## src/rtl/hazard3_jtag_dtm_sysclk.sv

```systemverilog
// RISC-V JTAG-DTM (dtmcs v1) with the TAP oversampled on clk and a single-outstanding APB DMI master.
// TAP actions land 2-3 clk after each TCK edge; a busy DMI reports op=3 and sets sticky rather than stalling TCK.
module hazard3_jtag_dtm_sysclk #(
    parameter logic [31:0] IDCODE          = 32'h0000_0001,
    parameter logic [2:0]  DTMCS_IDLE_HINT = 3'd4,
    parameter int          W_ADDR          = 8,
    parameter int          W_IR            = 5,
    parameter int          SYNC_STAGES     = 2
) (
    input  logic              clk,
    input  logic              rst,
    input  logic              tck,
    input  logic              tms,
    input  logic              tdi,
    output logic              tdo,
    output logic              dmihardreset_req,
    output logic              dmi_psel,
    output logic              dmi_penable,
    output logic              dmi_pwrite,
    output logic [W_ADDR-1:0] dmi_paddr,
    output logic [31:0]       dmi_pwdata,
    input  logic [31:0]       dmi_prdata,
    input  logic              dmi_pready,
    input  logic              dmi_pslverr
);

    localparam int W_DMI = W_ADDR + 34;
    localparam int W_DR  = W_DMI;

    localparam logic [W_IR-1:0] IR_IDCODE = W_IR'(32'h01);
    localparam logic [W_IR-1:0] IR_DTMCS  = W_IR'(32'h10);
    localparam logic [W_IR-1:0] IR_DMI    = W_IR'(32'h11);

    typedef enum logic [3:0] {
        TLR, RTI, SEL_DR, CAP_DR, SHIFT_DR, EXIT1_DR, PAUSE_DR, EXIT2_DR, UPD_DR,
        SEL_IR, CAP_IR, SHIFT_IR, EXIT1_IR, PAUSE_IR, EXIT2_IR, UPD_IR
    } tap_state_t;

    typedef enum logic [1:0] {
        APB_IDLE, APB_SETUP, APB_ACCESS
    } apb_state_t;

    logic [SYNC_STAGES-1:0] tck_sync;
    logic [SYNC_STAGES-1:0] tms_sync;
    logic [SYNC_STAGES-1:0] tdi_sync;
    logic                   tck_q;
    logic                   tck_s;
    logic                   tms_s;
    logic                   tdi_s;
    logic                   tck_rise;
    logic                   tck_fall;

    tap_state_t             tap_state;
    apb_state_t             apb_state;

    logic [W_IR-1:0]        ir;
    logic [W_IR-1:0]        ir_shift;
    logic [W_DR-1:0]        dr_shift;
    logic [W_DR-1:0]        dr_shift_next;
    logic [W_DR-1:0]        dr_capture;
    logic [7:0]             dr_top;

    logic [1:0]             sticky;
    logic [31:0]            last_rdata;
    logic                   discard;
    logic                   busy;
    logic [1:0]             dmi_status;
    logic [31:0]            dtmcs_rd;

    logic                   capture_dr;
    logic                   shift_dr_en;
    logic                   update_dr;
    logic                   capture_ir;
    logic                   shift_ir_en;
    logic                   update_ir;
    logic                   dmi_capture;
    logic                   dmi_update;
    logic                   dtmcs_update;
    logic                   dmi_req;
    logic                   dmi_start;
    logic [1:0]             upd_op;
    logic [31:0]            upd_data;
    logic [W_ADDR-1:0]      upd_addr;

    // TMS/TDI share TCK's pipeline depth so their samples line up with the detected edge.
    always_ff @(posedge clk) begin
        if (rst) begin
            tck_sync <= '0;
            tms_sync <= '0;
            tdi_sync <= '0;
            tck_q    <= 1'b0;
        end else begin
            tck_sync <= {tck_sync[SYNC_STAGES-2:0], tck};
            tms_sync <= {tms_sync[SYNC_STAGES-2:0], tms};
            tdi_sync <= {tdi_sync[SYNC_STAGES-2:0], tdi};
            tck_q    <= tck_s;
        end
    end

    assign tck_s    = tck_sync[SYNC_STAGES-1];
    assign tms_s    = tms_sync[SYNC_STAGES-1];
    assign tdi_s    = tdi_sync[SYNC_STAGES-1];
    assign tck_rise = tck_s & ~tck_q;
    assign tck_fall = ~tck_s & tck_q;

    always_ff @(posedge clk) begin
        if (rst) begin
            tap_state <= TLR;
        end else if (tck_rise) begin
            case (tap_state)
                TLR:      tap_state <= tms_s ? TLR      : RTI;
                RTI:      tap_state <= tms_s ? SEL_DR   : RTI;
                SEL_DR:   tap_state <= tms_s ? SEL_IR   : CAP_DR;
                CAP_DR:   tap_state <= tms_s ? EXIT1_DR : SHIFT_DR;
                SHIFT_DR: tap_state <= tms_s ? EXIT1_DR : SHIFT_DR;
                EXIT1_DR: tap_state <= tms_s ? UPD_DR   : PAUSE_DR;
                PAUSE_DR: tap_state <= tms_s ? EXIT2_DR : PAUSE_DR;
                EXIT2_DR: tap_state <= tms_s ? UPD_DR   : SHIFT_DR;
                UPD_DR:   tap_state <= tms_s ? SEL_DR   : RTI;
                SEL_IR:   tap_state <= tms_s ? TLR      : CAP_IR;
                CAP_IR:   tap_state <= tms_s ? EXIT1_IR : SHIFT_IR;
                SHIFT_IR: tap_state <= tms_s ? EXIT1_IR : SHIFT_IR;
                EXIT1_IR: tap_state <= tms_s ? UPD_IR   : PAUSE_IR;
                PAUSE_IR: tap_state <= tms_s ? EXIT2_IR : PAUSE_IR;
                EXIT2_IR: tap_state <= tms_s ? UPD_IR   : SHIFT_IR;
                UPD_IR:   tap_state <= tms_s ? SEL_DR   : RTI;
                default:  tap_state <= TLR;
            endcase
        end
    end

    assign capture_dr  = tck_rise && (tap_state == CAP_DR);
    assign shift_dr_en = tck_rise && (tap_state == SHIFT_DR);
    assign update_dr   = tck_rise && (tap_state == UPD_DR);
    assign capture_ir  = tck_rise && (tap_state == CAP_IR);
    assign shift_ir_en = tck_rise && (tap_state == SHIFT_IR);
    assign update_ir   = tck_rise && (tap_state == UPD_IR);

    always_ff @(posedge clk) begin
        if (rst) begin
            ir       <= IR_IDCODE;
            ir_shift <= '0;
        end else begin
            if (tap_state == TLR) begin
                ir <= IR_IDCODE;
            end else if (update_ir) begin
                ir <= ir_shift;
            end
            if (capture_ir) begin
                ir_shift <= W_IR'(2'b01);
            end else if (shift_ir_en) begin
                ir_shift <= {tdi_s, ir_shift[W_IR-1:1]};
            end
        end
    end

    assign busy       = (apb_state != APB_IDLE);
    assign dmi_status = (sticky != 2'd0) ? sticky : (busy ? 2'd3 : 2'd0);
    assign dtmcs_rd   = {14'd0, 2'b00, 1'b0, DTMCS_IDLE_HINT, sticky, 6'(W_ADDR), 4'd1};

    always_comb begin
        dr_capture = '0;
        dr_top     = 8'd0;
        case (ir)
            IR_IDCODE: begin
                dr_capture = W_DR'(IDCODE);
                dr_top     = 8'd31;
            end
            IR_DTMCS: begin
                dr_capture = W_DR'(dtmcs_rd);
                dr_top     = 8'd31;
            end
            IR_DMI: begin
                dr_capture = {dmi_paddr, last_rdata, dmi_status};
                dr_top     = 8'(W_DMI - 1);
            end
            default: begin
                dr_capture = '0;
                dr_top     = 8'd0;
            end
        endcase
    end

    // Bits above the selected length stay zero from capture, so a plain right shift is enough.
    always_comb begin
        dr_shift_next = dr_shift >> 1;
        for (int i = 0; i < W_DR; i++) begin
            if (i == int'(dr_top)) begin
                dr_shift_next[i] = tdi_s;
            end
        end
    end

    always_ff @(posedge clk) begin
        if (rst) begin
            dr_shift <= '0;
        end else if (capture_dr) begin
            dr_shift <= dr_capture;
        end else if (shift_dr_en) begin
            dr_shift <= dr_shift_next;
        end
    end

    always_ff @(posedge clk) begin
        if (rst) begin
            tdo <= 1'b0;
        end else if (tck_fall) begin
            if (tap_state == SHIFT_IR) begin
                tdo <= ir_shift[0];
            end else if (tap_state == SHIFT_DR) begin
                tdo <= dr_shift[0];
            end else begin
                tdo <= 1'b0;
            end
        end
    end

    assign dmi_capture  = capture_dr && (ir == IR_DMI);
    assign dmi_update   = update_dr && (ir == IR_DMI);
    assign dtmcs_update = update_dr && (ir == IR_DTMCS);
    assign upd_op       = dr_shift[1:0];
    assign upd_data     = dr_shift[33:2];
    assign upd_addr     = dr_shift[W_DMI-1:34];
    assign dmi_req      = dmi_update && ((upd_op == 2'd1) || (upd_op == 2'd2));
    assign dmi_start    = dmi_req && (sticky == 2'd0) && !busy;

    always_ff @(posedge clk) begin
        if (rst) begin
            apb_state        <= APB_IDLE;
            dmi_psel         <= 1'b0;
            dmi_penable      <= 1'b0;
            dmi_pwrite       <= 1'b0;
            dmi_paddr        <= '0;
            dmi_pwdata       <= '0;
            last_rdata       <= '0;
            sticky           <= 2'd0;
            discard          <= 1'b0;
            dmihardreset_req <= 1'b0;
        end else begin
            dmihardreset_req <= 1'b0;
            case (apb_state)
                APB_IDLE: begin
                    if (dmi_start) begin
                        apb_state  <= APB_SETUP;
                        dmi_psel   <= 1'b1;
                        dmi_pwrite <= (upd_op == 2'd2);
                        dmi_paddr  <= upd_addr;
                        dmi_pwdata <= upd_data;
                        discard    <= 1'b0;
                    end
                end
                APB_SETUP: begin
                    apb_state   <= APB_ACCESS;
                    dmi_penable <= 1'b1;
                end
                APB_ACCESS: begin
                    if (dmi_pready) begin
                        apb_state   <= APB_IDLE;
                        dmi_psel    <= 1'b0;
                        dmi_penable <= 1'b0;
                        discard     <= 1'b0;
                        if (!discard) begin
                            if (!dmi_pwrite) begin
                                last_rdata <= dmi_prdata;
                            end
                            if (dmi_pslverr && (sticky == 2'd0)) begin
                                sticky <= 2'd2;
                            end
                        end
                    end
                end
                default: begin
                    apb_state   <= APB_IDLE;
                    dmi_psel    <= 1'b0;
                    dmi_penable <= 1'b0;
                end
            endcase

            if ((dmi_capture || dmi_req) && busy) begin
                sticky <= 2'd3;
            end

            if (dtmcs_update && (dr_shift[16] || dr_shift[17])) begin
                sticky <= 2'd0;
            end
            // A hard reset orphans the in-flight access: it still completes on the bus, but its result is dropped.
            if (dtmcs_update && dr_shift[17]) begin
                dmihardreset_req <= 1'b1;
                if (busy) begin
                    discard <= 1'b1;
                end
            end
        end
    end

endmodule

```

## config.mk

```make
export PLATFORM = sky130hd
export DESIGN_NAME = hazard3_jtag_dtm_sysclk
export DESIGN_NICKNAME = d
export VERILOG_FILES = /design/src/rtl/hazard3_jtag_dtm_sysclk.sv
export SDC_FILE = /design/constraint.sdc
export NUM_CORES = 1
export LEC_CHECK = 0
export BUFFER_PORTS_ARGS = -buffer_cell sky130_fd_sc_hd__clkbuf_2
export CORE_ASPECT_RATIO = 2
export CORE_UTILIZATION = 35
export CTS_CLUSTER_SIZE = 20
export DETAILED_ROUTE_END_ITERATION = 10
export PLACE_DENSITY_LB_ADDON = 0.25
export SKIP_LAST_GASP = 1
export SLEW_MARGIN = 25
export SYNTH_ARGS = -nofsm -noshare
export SYNTH_HDL_FRONTEND = slang
export SYNTH_SLANG_ARGS = --single-unit
```

## constraint.sdc

```tcl
create_clock -name clk -period 2.4 [get_ports clk]
set_input_delay 0.12 -clock clk [delete_from_list [all_inputs] [get_ports clk]]
set_output_delay 0.12 -clock clk [all_outputs]
set_load 0.01 [all_outputs]
```

==> results of run 1 <==
==> flip-flops by register name, summed over array words and instances, names as in the netlist, 4 cells and up <==
name / count
dmi_pwdata: 32
ir_shift: 5
dr_shift: 42
tap_state: 4
last_rdata: 32
ir: 5
dmi_paddr: 8
==> metal layers <==
metal / global-route usage, % / wire length [um] / up-vias
met5: 0 / 0 / -
met4: 14.3 / 1080 / 0
met3: 4.53 / 750 / 53
met2: 38.2 / 9400 / 204
met1: 22.2 / 6620 / 2647
li1: - / - / 2732
==> cell type report <==
| type | count | area [um2] |
|---|---|---|
| Fill cell | 1621 | 8850 |
| Sequential cell | 145 | 2900 |
| Multi-Input combinational cell | 492 | 2720 |
| Timing Repair Buffer | 139 | 958 |
| Clock buffer | 21 | 480 |
| Tap cell | 204 | 255 |
| Clock inverter | 9 | 154 |
| Inverter | 7 | 26.3 |
==> stage by stage <==
step / setup slack [ns] / util [%] / hold WS [ns] / cell area [um2]
after floorplan: 0.618 / - / 0.248 / 5900
after global placement: 0.461 / 39.9 / 0.327 / 6530
after detailed placement: 0.406 / 39.9 / 0.344 / 6530
after CTS: 0.388 / 45.9 / 0.0379 / 7500
after global routing: 0.223 / 45.9 / 0.0348 / 7500
final: 0.356 / 45.9 / 0.0463 / 7500
==> worst max-delay path by stage <==
stage,startpoint,to,slack (ns),cells past startpoint
6_report,ir[4]$_SDFFE_PP0P_,dmi_pwdata[2]$_SDFFE_PP0P_,0.36,4
5_1_grt,ir[4]$_SDFFE_PP0P_,dmi_pwdata[12]$_SDFFE_PP0P_,0.22,4
4_1_cts,ir[4]$_SDFFE_PP0P_,dr_shift[14]$_SDFFE_PP0P_,0.39,5
3_5_place_dp,ir[4]$_SDFFE_PP0P_,dmi_pwdata[2]$_SDFFE_PP0P_,0.41,4
3_3_place_gp,ir[4]$_SDFFE_PP0P_,dmi_pwdata[26]$_SDFFE_PP0P_,0.46,4
2_1_floorplan,sticky[0]$_SDFFE_PP0P_,dmi_paddr[1]$_SDFFE_PP0P_,0.62,5
==> placed cells by master (no fill, tap or decap), drive strengths merged, types with 11 or more instances in the layout <==
cell	n
dfxtp	145
clkbuf	103
a21oi	100
o21ai	95
nand2	78
nor2	50
nand3	48
a221oi	35
dlygate4sd3	34
buf	23
nor2b	11
==> worst reg2reg max path: stages (launching register included) <==
cell,delay (ns)
dfxtp_1,0.44
or4b_4,0.56
or3_4,0.55
o21ai_0,0.28
a21oi_1,0.08
==> cells by family after synthesis <==
kind of cell / after synthesis
AO/OA/AOI/OAI: 258
XOR/XNOR: 2
adder cells (fa/ha/maj): 1
buffers and inverters: 71
flip-flops: 145
multiplexers: 3
AND/OR/NAND/NOR: 228
==> power by group through the flow <==
stage               clock network [mW]  logic [mW]  registers, mW
global placement                     0       0.104           2.47
finish                            2.84       0.150           2.42
global route                      2.99       0.163           2.42
CTS                               2.88       0.149           2.42
detailed placement                   0       0.106           2.47
floorplan                            0      0.0555           2.47
==> impl_metrics.toml, run 1 <==
[status]
status = "completed"

[yosys]
synth-seq-cells = 145
postSynthCellCount = 708
synth_top_area_cell = "dfxtp_1"
yosys.area_share.adder_pct = 0.212
synth_area_leaders = "dfxtp_1 49%, a21oi_1 8.5%, o21ai_0 7.0%"
syn_nets = 748
ys_top_cells_by_count = "145 x dfxtp_1, 100 x a21oi_1, 82 x o21ai_0"
yosys-mux-area-fraction_pct = 0.509
synth-edff-count = 0
ys_seq_area_share_pct = 49.2
yosys_most_used_dff = "dfxtp_1"
yosysTopAreaCellShare_pct = 49.2
synth_xor_area_share_pct = 0.297
syn_area_mm2 = 0.00590
synth-warning-count = 0
yosysMostFrequentCell = "dfxtp_1"
postSynthAreaPerCell_um2 = 8.34
yosysUniqueCellTypes = 62
yosys.area_share.simple_pct = 19.1
synth-compound-area-share_pct = 25.6
synth_top_family_by_area = "compound AO/OA/AOI/OAI gates"
ys_async_sr_fraction_pct = 0

[die]
die_area_mm2 = 0.0174
die_h_um = 186
start_util_pct = 36.1
rows = 66
die_x_um = 93.8
io_pins = 84
core_area_mm2 = 0.0164

[sta]
post-route-min-period_ns = 2.04
finalCritPeriodShare_pct = 85.2
hold_viol_final = 0
finalSetupTns_ns = 0
worst_pin_slew_ns = 0.684
max_freq_mhz = 489
rsz0062_at_grt = "false"
max-slew-margin-rel_pct = 54.4
drv_slew = 0
fin_skew_ns = 0.00779
finalSetupViolations = 0

[critical_path]
crit_path_start_kind = "flip-flop"
worstPathRequired_ns = 2.69
crit_fanout = 42
critPathBufInv = 0
path_class = "reg2reg"
cp_top_family = "simple AND/OR/NAND/NOR gates"
reg2reg_to = "dmi_pwdata[2]$_SDFFE_PP0P_"
reg2reg_slack_ns = 0.36
reg2reg_from = "ir[4]$_SDFFE_PP0P_"
critPathSlowestCell = "or4b_4"
worstPathArrival_ns = 2.33
max_stage_delay_ns = 0.56
reg2reg_depth = 4
crit_path_cell_trace = "or4b_4, or3_4, o21ai_0, a21oi_1"
cp-end-kind = "flip-flop"

[routing]
initialDrtViolationCount = 299
drc_errors = 0
avgRoutedWirePerCell_um = 17.5
routed_via_density = 5.54
vias = 5636
postRouteAntennaNets = 0
wirelength_um = 17800
drtPass1Iterations = 4

[placed_design]
port_buffers = 83
dp_cells = 953
gp_congestion = 0.899
dpl.hpwl_um = 12100

[clock_tree]
cts-root-buf = "clkbuf_16"
cts.sinks = 145
clk_latency_ns = 0.42
htreeDepth = 4
cts.path.max_buffers = 2
holdBufCountCts = 34
path_clk_slew_ns = 0.06
cts-buffers-inserted = 17
post_cts_resized = 0
cts_setup_buffers = 0
cts_tree = "built"

[power_and_ir_drop]
p_per_area_mw_per_mm2 = 722
combPwrFrac_pct = 2.8
power_mw = 5.41
seqPwrFrac_pct = 44.7
power_switching_mw = 1.08
p_leak_nw = 2.81
irDropWorstVdd_mv = 0.467
switching_share_pct = 20.0
internal_power_mw = 4.33
p_clk_share_pct = 52.5

[finish]
final_layout_size_suffix_gt1_share_pct = 18.1
n_antenna_cell = 0
fin_nets = 842
stdcell_count = 1017
synthToLayoutAreaGrowth_pct = 27.0

[global_routing]
grt_max_degree = 47
first_global_vias = 5694
grt_overflow = 0
grt_pass1_wl_um = 28400
track_usage_pct = 21.5
antenna_found_initial = 0

[run]
maxCapViolations = 0

[hold_path]
hp-start = "rst"
whs_path_depth = 2
whs_endpoint = "tck_q$_SDFF_PP0_"
hold_class = "in2reg"
Power figures use the tool's default switching activity.
==> run 2, diff against run 1 <==
==> constraint.sdc (replaced) <==
create_clock -name clk -period 2.11 [get_ports clk]
set_input_delay 0.1055 -clock clk [delete_from_list [all_inputs] [get_ports clk]]
set_output_delay 0.1055 -clock clk [all_outputs]
set_load 0.01 [all_outputs]
==> run 2 against run 1 <==
  * Flip-flop and latch count is the same
  * Via count grew 0.64%
  * Final cell count grew 0.49%
  * Hold slack lost 0.0052 ns
  * Largest cell class unchanged
  * Largest power group unchanged
==> impl_metrics.toml, run 2 (synthesis gave the netlist of run 1 again) <==
[finish]
fin_nets = 845
final_layout_size_suffix_gt1_share_pct = 18.2
largest_register = "dr_shift"
final_core_util_pct = 45.7
synthToLayoutAreaGrowth_pct = 26.5
largestRegisters = "dr_shift x42, dmi_pwdata x32, last_rdata x32"
final-seq-area_mm2 = 0.00290
final_common_cell = "dfxtp_1"
final_area_mm2 = 0.00747
n_antenna_cell = 0
largest_register_ffs = 42
final_cell_mix = "145 x dfxtp_1, 100 x a21oi_1, 82 x o21ai_0, 82 x clkbuf_2, 78 x nand2_1"
fillers = 1672
stdcell_count = 1022
multiInputGateArea_mm2 = 0.00272

[hold_path]
whs_path_depth = 4
hold_class = "in2reg"
hp-start = "dmi_pready"

[sta]
worst_pin_slew_ns = 0.723
finalSetupTns_ns = 0
drv_slew = 0
max_freq_mhz = 493
post-route-min-period_ns = 2.03
finalCritPeriodShare_pct = 96.2
max-slew-margin-rel_pct = 51.8
fin_skew_ns = 0.00790
finalSetupViolations = 0
hold_viol_final = 0
rsz0062_at_grt = "true"

[routing]
drtPass1Iterations = 4
avgRoutedWirePerCell_um = 17.5
postRouteAntennaNets = 0
drc_errors = 0
vias = 5672
initialDrtViolationCount = 224
routed_via_density = 5.55
wirelength_um = 17900

[clock_tree]
cts.sinks = 145
clk_latency_ns = 0.42
path_clk_slew_ns = 0.06
cts-root-buf = "clkbuf_16"
htreeDepth = 4
cts_tree = "built"
cts.path.max_buffers = 2
cts_setup_buffers = 0
cts-buffers-inserted = 17

[power_and_ir_drop]
p_per_area_mw_per_mm2 = 787
switching_share_pct = 21.7
power_switching_mw = 1.27
seqPwrFrac_pct = 46.8
p_leak_nw = 2.79
internal_power_mw = 4.61
p_clk_share_pct = 50.2
power_mw = 5.88
irDropWorstVdd_mv = 0.555
combPwrFrac_pct = 2.9

[die]
start_util_pct = 36.1
die_area_mm2 = 0.0174
core_area_mm2 = 0.0164
die_h_um = 186
rows = 66
die_x_um = 93.8
io_pins = 84

[global_routing]
antenna_found_initial = 0
grt_pass1_wl_um = 28200
track_usage_pct = 21.2
grt_overflow = 0
first_global_vias = 5503
grt_max_degree = 63

[placed_design]
dpl.hpwl_um = 11900
port_buffers = 83
gp_congestion = 0.829
dp_cells = 955
post_dp_cell_area_mm2 = 0.00654

[critical_path]
reg2reg_depth = 4
reg2reg_from = "sticky[0]$_SDFFE_PP0P_"
crit_path_start_kind = "flip-flop"
worstPathRequired_ns = 2.38
path_class = "reg2reg"
cp-end-kind = "flip-flop"
worstPathArrival_ns = 2.30
startpoint = "sticky[0]$_SDFFE_PP0P_"
crit_fanout = 42

[status]
status = "completed"

[run]
maxCapViolations = 0
-- run 2: cell count changes in the layout (fill, tap and decap cells not counted), sizes merged --
cell	delta
buf	+2
bufinv	-2
clkbuf	-1
clkinvlp	+4
dlygate4sd3	+1
inv	+1
-- run 2: metal layers --
| metal | vias up | part of all wire (%) | global-route usage, % |
|---|---|---|---|
| li1 | 2735 | - | - |
| met1 | 2739 | 38 | 22.7 |
| met2 | 148 | 53 | 37.5 |
| met3 | 50 | 3.2 | 3.68 |
| met4 | 0 | 5.5 | 14.0 |
| met5 | - | 0 | 0 |
-- run 2: stage by stage --
stage / hold slack (ns) / setup slack (ns)
floorplan: 0.234 / 0.328
global placement: 0.315 / 0.141
detailed placement: 0.333 / 0.0886
CTS: 0.0288 / 0.0803
global route: 0.0869 / -0.0133
finish: 0.0411 / 0.0797
-- run 2: worst max-delay path, stage by stage (launching register included) --
cell     delay (ns)
dfxtp_1        0.35
or4_4          0.59
or3_4          0.60
o21ai_0        0.23
a21oi_1        0.10
-- run 2: path summary, 6_finish.rpt --
check | endpoint | slack, ns
setup / recovery | dmi_pwdata[6]$_SDFFE_PP0P_ | 0.08
hold / removal | apb_state[1]$_SDFFE_PP0P_ | 0.04
setup reg to reg | dmi_pwdata[6]$_SDFFE_PP0P_ | 0.08
hold reg to reg | tms_sync[1]$_SDFF_PP0_ | 0.44
-- run 2: power groups by stage --
stage | sequential (mW) | clock, mW | combinational (mW)
floorplan | 2.81 | 0 | 0.0632
global route | 2.75 | 3.13 | 0.187
finish | 2.75 | 2.95 | 0.172
detailed placement | 2.81 | 0 | 0.122
global placement | 2.81 | 0 | 0.118
CTS | 2.75 | 2.99 | 0.172
-- run 2: layout make-up --
type / instances / area share, %
clock buffer: 20 / 5.98
sequential: 145 / 38.9
tap: 204 / 3.42
inverter: 7 / 0.352
timing repair buffer: 142 / 13.2
clock inverter: 12 / 1.78
multi-input combinational: 492 / 36.5
-- run 2: timing repair --
item | CTS | global route
endpoints found under the setup margin | 0 | 1
hold endpoints to repair | 35 | 0
hold buffers | 35 | 0
gates resized for setup | 0 | 0
